`src/rtl/freq_meter.sv`:
```
// rtl/freq_meter.sv - edge-counting frequency meter, result in Hz
// Optional FREQ_METER_HOLD_EN adds a hold input that freezes the published freq.
module freq_meter #(
  parameter int SYNC_STAGES = 2,
  parameter int GATE_DIV    = 1
) (
  input  logic        clk,
  input  logic        rst_n,
  input  logic [31:0] clkbase,
  input  logic        enable,
`ifdef FREQ_METER_HOLD_EN
  input  logic        hold,
`endif
  input  logic        sig_in,
  output logic [31:0] freq,
  output logic        freq_valid,
  output logic        busy
);

  localparam logic [0:0] S_IDLE = 1'b0;
  localparam logic [0:0] S_GATE = 1'b1;

  logic [SYNC_STAGES-1:0] r_sync;
  logic                   r_prev;
  logic [0:0]             r_state;
  logic [31:0]            r_gate_len;
  logic [31:0]            r_gate_cnt;
  logic [31:0]            r_edge_cnt;
  logic [31:0]            r_freq;
  logic                   r_freq_valid;

  logic        w_synced;
  logic        w_edge_now;
  logic        w_hold;
  logic        w_start;
  logic        w_terminal;
  logic [31:0] w_gate_calc;
  logic [32:0] w_edge_sum;
  logic [31:0] w_edge_tot;
  logic [63:0] w_prod;
  logic [31:0] w_freq_next;

`ifdef FREQ_METER_HOLD_EN
  assign w_hold = hold;
`else
  assign w_hold = 1'b0;
`endif

  assign w_synced    = r_sync[SYNC_STAGES-1];
  assign w_edge_now  = w_synced & ~r_prev;
  assign w_gate_calc = clkbase / 32'(GATE_DIV);
  assign w_start     = enable && (w_gate_calc != 32'd0);
  assign w_terminal  = (r_state == S_GATE) && (r_gate_cnt == r_gate_len - 32'd1);

  // The edge seen in the terminal cycle belongs to the closing window.
  assign w_edge_sum  = {1'b0, r_edge_cnt} + {32'd0, w_edge_now};
  assign w_edge_tot  = w_edge_sum[32] ? 32'hFFFF_FFFF : w_edge_sum[31:0];
  assign w_prod      = {32'd0, w_edge_tot} * 64'(GATE_DIV);
  assign w_freq_next = (|w_prod[63:32]) ? 32'hFFFF_FFFF : w_prod[31:0];

  always_ff @(posedge clk or negedge rst_n) begin
    if (!rst_n) begin
      r_sync       <= '0;
      r_prev       <= 1'b0;
      r_state      <= S_IDLE;
      r_gate_len   <= 32'd0;
      r_gate_cnt   <= 32'd0;
      r_edge_cnt   <= 32'd0;
      r_freq       <= 32'd0;
      r_freq_valid <= 1'b0;
    end else begin
      r_sync       <= {r_sync[SYNC_STAGES-2:0], sig_in};
      r_prev       <= w_synced;
      r_freq_valid <= 1'b0;
      if (r_state == S_IDLE) begin
        if (w_start) begin
          r_gate_len <= w_gate_calc;
          r_gate_cnt <= 32'd0;
          r_edge_cnt <= 32'd0;
          r_state    <= S_GATE;
        end
      end else if (w_terminal) begin
        r_freq_valid <= 1'b1;
        if (!w_hold) r_freq <= w_freq_next;
        // Back-to-back windows: re-latch and clear in the same edge, no gap.
        r_gate_cnt <= 32'd0;
        r_edge_cnt <= 32'd0;
        if (w_start) r_gate_len <= w_gate_calc;
        else         r_state    <= S_IDLE;
      end else if (!enable) begin
        r_gate_cnt <= 32'd0;
        r_edge_cnt <= 32'd0;
        r_state    <= S_IDLE;
      end else begin
        r_gate_cnt <= r_gate_cnt + 32'd1;
        if (w_edge_now && (r_edge_cnt != 32'hFFFF_FFFF))
          r_edge_cnt <= r_edge_cnt + 32'd1;
      end
    end
  end

  assign freq       = r_freq;
  assign freq_valid = r_freq_valid;
  assign busy       = (r_state == S_GATE);

endmodule

```
`config.mk`:
```
export PLATFORM = sky130hd
export DESIGN_NAME = freq_meter
export DESIGN_NICKNAME = d
export VERILOG_FILES = /design/src/rtl/freq_meter.sv
export SDC_FILE = /design/constraint.sdc
export NUM_CORES = 1
export LEC_CHECK = 0
export BUFFER_PORTS_ARGS = -buffer_cell sky130_fd_sc_hd__buf_2
export CAP_MARGIN = 5
export CELL_PAD_IN_SITES_DETAIL_PLACEMENT = 1
export CELL_PAD_IN_SITES_GLOBAL_PLACEMENT = 2
export CORE_MARGIN = 8
export CORE_UTILIZATION = 34
export DETAILED_ROUTE_END_ITERATION = 16
export PLACE_DENSITY = 0.84
export SLEW_MARGIN = 10
export SYNTH_ARGS = -nofsm -noshare
export SYNTH_HDL_FRONTEND = slang
export SYNTH_SLANG_ARGS = --single-unit
```
`constraint.sdc`:
```
create_clock -name clk -period 4 [get_ports clk]
set_input_delay 0.8 -clock clk [delete_from_list [all_inputs] [get_ports clk]]
set_output_delay 0.8 -clock clk [all_outputs]
set_load 0.01 [all_outputs]
```
Word level (Yosys, flattened, before mapping)
Cells that the tools add are included.

operators by class
  $add $sub $neg = 4
  equality and inequality tests = 4
  muxes and demuxes = 18
  bitwise operators = 2
  reductions and logical operators = 7

operators with widths
  cell                     number
  $mux W32                 12
  $add A32 B1 Y32 const B  2
  $add A32 B1 Y33          1
  $eq A32 B32 Y1           1
  $ne A32 B32 Y1 const B   1
  $reduce_bool A32 Y1      1
  $sub A32 B1 Y32 const B  1
  $mux W1                  6
  $ne A4 B2 Y1 const B     1
  $reduce_and A2 Y1        2
  $logic_and A1 B1 Y1      3
  $ne A2 B1 Y1 const B     1
  $reduce_bool A2 Y1       1
  $and A1 B1 Y1            1
  $not A1 Y1               1

storage, ports and cells
  register bits = 133
  input port bits = 36
  output and inout bits = 34
  word-level logic and storage cells = 43

Logic depth before layout (Yosys ltp)
  depth in word-level cells = 7
  depth in mapped cells = 14
  mapped depth without buffers = 12

Worst setup path after synthesis
No wires, ideal clock.

  kind = register to register
  start = register r_gate_len[15]
  end = register r_gate_len[23]
  setup time = 125 ps
  arrival = 4,277 ps
  required time = 3,875 ps
  slack = -401 ps
  cell stages (with the launch flop) = 13
  path buffers = 3
  clock period less this slack = 4,401 ps
  path through = dfrtp_1 > buf_6 > or4_4 > or4_4 > or4_4 > or4_1 > a211oi_2 > o211ai_2 > o41ai_4 > and2_1 > buf_2 > buf_4 > mux2_2

on the way
  word-level cells in the longest chain between the ends = 4

ends and longest elaborated chain
  item                    line  source
  start, declared         26    logic [31:0] r_gate_len;
  start signal, assigned  77    r_gate_len <= w_gate_calc;
  start signal, assigned  88    if (w_start) r_gate_len <= w_gate_calc;
  $sub A32 B1 Y32         53    assign w_terminal = (r_state == S_GATE) && (r_gate_cnt == r_gate_len - 32'd1);
  $eq A32 B32 Y1          53
  $logic_and A1 B1 Y1     53
  $ne A2 B1 Y1 (no line)  -

No other way between the ends.
A chain may end at the register's enable or synchronous reset.

Worst setup path after layout
  start = register r_gate_len[18]
  end = register r_edge_cnt[9]

on the way
  word-level cells in the longest chain between the ends = 5
  elaborated cells between the ends (all ways) = 7
  classes of those cells = 1 x add/sub; 2 x eq/ne; 2 x mux; 2 x reduce/logical

ends and longest elaborated chain
  item                                                            line  source
  $sub A32 B1 Y32 (*)                                             53
  $eq A32 B32 Y1 (*)                                              53
  $logic_and A1 B1 Y1 (*)                                         53
  $ne A4 B2 Y1 (no line) / $mux W32 (equally long branches)       -
  $reduce_and A2 Y1 (no line) / $mux W32 (equally long branches)  -
  end signal, assigned                                            97    r_edge_cnt <= r_edge_cnt + 32'd1;
  end, declared                                                   28    logic [31:0] r_edge_cnt;

Every way passes the cells marked *; elsewhere a longest branch is shown, timed or not.

==> impl_metrics.toml <==
[clock_tree]
h-tree-depth = 4
clkSinkCount = 133
clk_path_buf_depth = 2
clk_latency_ps = 440
ctsHoldBuffers = 0
cts_buffers = 17
clk_pin_slew_worst_paths_ps = 60
cts_root_buffer = "clkbuf_16"
cts_tree = "done"

[grt]
grt_overflow = 0
grt_pass1_wl_um = 37800
grt_pass1_vias = 7018
antenna_found_initial = 0
grt_max_degree = 101
grt_use_total_pct = 16.8

[critical_path]
cpPeakStageDelay_ps = 550
start_kind = "register"
cp_cell_sequence = "or4_4 > or4_4 > or4_4 > or4_4 > a211oi_4 > o211ai_2 > o41ai_4 > buf_6 > buf_6 > o211ai_1 > buf_4 > xor2_1 > nor2_1"
path_delay_family = "simple AND/OR/NAND/NOR gates"
crit_arrival_ps = 4480
critPathKind = "reg2reg"
crit_slowest_cell = "or4_4"
cpMostUsedCell = "or4_4"
path_max_fanout = 7
crit_path_end_kind = "register"
worstPathRequired_ps = 4320
cp.buffers_inverters = 3

[sta]
fmax_mhz = 241
rsz0062_at_grt = "yes"
slew_headroom_pct = 36.5
maxSlewViolCount = 0
hold_viol_final = 0
clock_skew_ps = 16.2
worst_pin_slew_ps = 953
fin_crit_sh_pct = 104
setup_slack_ps = -157
min_period_ps = 4160
setup_viol = 111

[routing]
drc_errors = 0
drt_iter0_drc = 332
dr.pass1.iters = 6
vias_per_cell = 5.36
vias = 6655
drtAntennaViolNets = 0
wire_per_inst_um = 19.8
drt-total-wl_um = 24600

[power_and_ir_drop]
power.switching_uw = 1010
ir_drop_mv = 0.206
p_clk_share_pct = 45.3
switching_share_pct = 26.9
p_seq_share_pct = 39.6
p_per_area_nw_per_um2 = 384
p_comb_share_pct = 15.1
intPower_uw = 2760
p_leak_uw = 0.00437

[synthesis]
synthFlopType = "dfrtp_1"
syn_inst = 819
synth_area_leaders = "dfrtp_1, mux2_2, xor2_1"
yosysWarnings = 0
yosysSeqAreaShare_pct = 43.1
synth_common_cells = "dfrtp_1, nor2_1, nand2_1, xor2_1, mux2_2"
synth_top_area_share_pct = 43.1
avgSynthCellArea_um2 = 9.42
ys_ff_latch = 133
mappedNetlistArea_um2 = 7720
synth.most_common_cell = "dfrtp_1"
synth.distinct_cells = 56
async_reset_ff_share_pct = 100
synth_area_leader_cell = "dfrtp_1"
synth-edff-count = 0
synth_fp_nets = 860

[worst_hold_path]
hp-class = "reg2reg"

[die]
rows = 55
die_w_um = 167
die_h_um = 167
start_util_pct = 34.4
io_pins = 70
fp.dieArea_um2 = 27800
core-area_um2 = 22400

[finish]
design_area_um2 = 9830
finalCoreUtilization_pct = 43.8
drive_gt1_share_pct = 25.9
area_growth_pct = 27.4
nets = 985
stdcell_count = 1242
diodes = 0

[placed_design]
dp_hpwl_um = 16500
dp.cells = 1188
dpl_cell_area_um2 = 8710
place.gp.congestion = 0.823
io_buffer_count = 69

[job]
cap_violations = 0

[status]
status = "finished, violations left"
violations = "negative setup slack"
power by group through the flow:
stage / clock network [uW] / registers (uW) / logic [uW]
finish: 1710 / 1490 / 569
global route: 1790 / 1500 / 625
CTS: 1740 / 1490 / 553
detailed placement: 0 / 1510 / 528
global placement: 0 / 1510 / 511
floorplan: 0 / 1500 / 305
final cells by class:
type	count	area, um2
multi-input combinational	632	4310
inverter	16	60.1
timing repair buffer	144	1150
clock inverter	12	176
fill	2569	12600
clock buffer	20	457
sequential	133	3330
tap	285	357
cells by family after synthesis:
group | after synthesis | synth area share [%]
compound gates | 96 | 8.19
simple gates | 367 | 24.2
fa+ha+maj | 5 | 0.811
mux | 65 | 9.34
flops | 133 | 43.1
buf+inv | 54 | 3.06
xor+xnor | 99 | 11.2
worst paths after layout:
| check | cells after the start | end | startpoint | slack, ps |
|---|---|---|---|---|
| max in group asynchronous | 2 | r_gate_len[20]$_DFFE_PN0P_ | rst_n | 2680 |
| setup / recovery | 13 | r_edge_cnt[9]$_DFFE_PN0P_ | r_gate_len[18]$_DFFE_PN0P_ | -160 |
| min in group asynchronous | 1 | r_gate_len[24]$_DFFE_PN0P_ | rst_n | 470 |
| hold / removal | 0 | r_sync[1]$_DFF_PN0_ | r_sync[0]$_DFF_PN0_ | 350 |
| hold reg to reg | 0 | r_sync[1]$_DFF_PN0_ | r_sync[0]$_DFF_PN0_ | 350 |
| setup reg to reg | 13 | r_edge_cnt[9]$_DFFE_PN0P_ | r_gate_len[18]$_DFFE_PN0P_ | -160 |
metrics by stage:
step                      setup slack [ps]  setup TNS (ps)  hold slack [ps]  total power [uW]
after CTS                            -98.9           -4680              352              3780
final                                 -157           -8330              349              3770
after global placement               -18.5           -18.5              338              2020
after floorplan                       21.8               0              331              1810
after global routing                  -265          -16830              353              3920
after detailed placement             -97.8            -420              337              2040
state kept, by name, indices dropped and copies added (netlist names):
signal / count
busy: 1
freq: 32
freq_valid: 1
r_edge_cnt: 32
r_gate_cnt: 32
r_gate_len: 32
r_prev: 1
r_sync: 2
per-layer routing:
| layer | wire [um] | share of wire [%] | GRT usage (%) | vias up |
|---|---|---|---|---|
| met4 | 461 | 1.9 | 5.33 | 0 |
| li1 | - | - | - | 3150 |
| met2 | 12300 | 50 | 29.5 | 140 |
| met3 | 1090 | 4.4 | 3.78 | 29 |
| met5 | 0 | 0 | 0 | - |
| met1 | 10700 | 44 | 20.2 | 3336 |
cell usage in the layout (no fill, tap or decap), drive strengths merged, types with 9 or more instances in the layout:
cell    count
a21oi      19
and2        9
and3       26
buf       139
clkbuf     25
dfrtp     133
inv        17
mux2       56
mux2i       9
nand2      79
nand3      38
nand4      22
nor2       88
nor3       22
nor4       22
o21ai      39
or3        12
or4        13
xnor2      41
xor2       58
timing repair:
| action | in CTS | in global routing |
|---|---|---|
| cloned | 1 | 8 |
| setup endpoints to repair | 96 | 120 |
| gates resized for setup | 12 | 38 |
| pin swaps | 2 | 5 |
| buffers inserted | 6 | 7 |
Power figures use the tool's default switching activity.
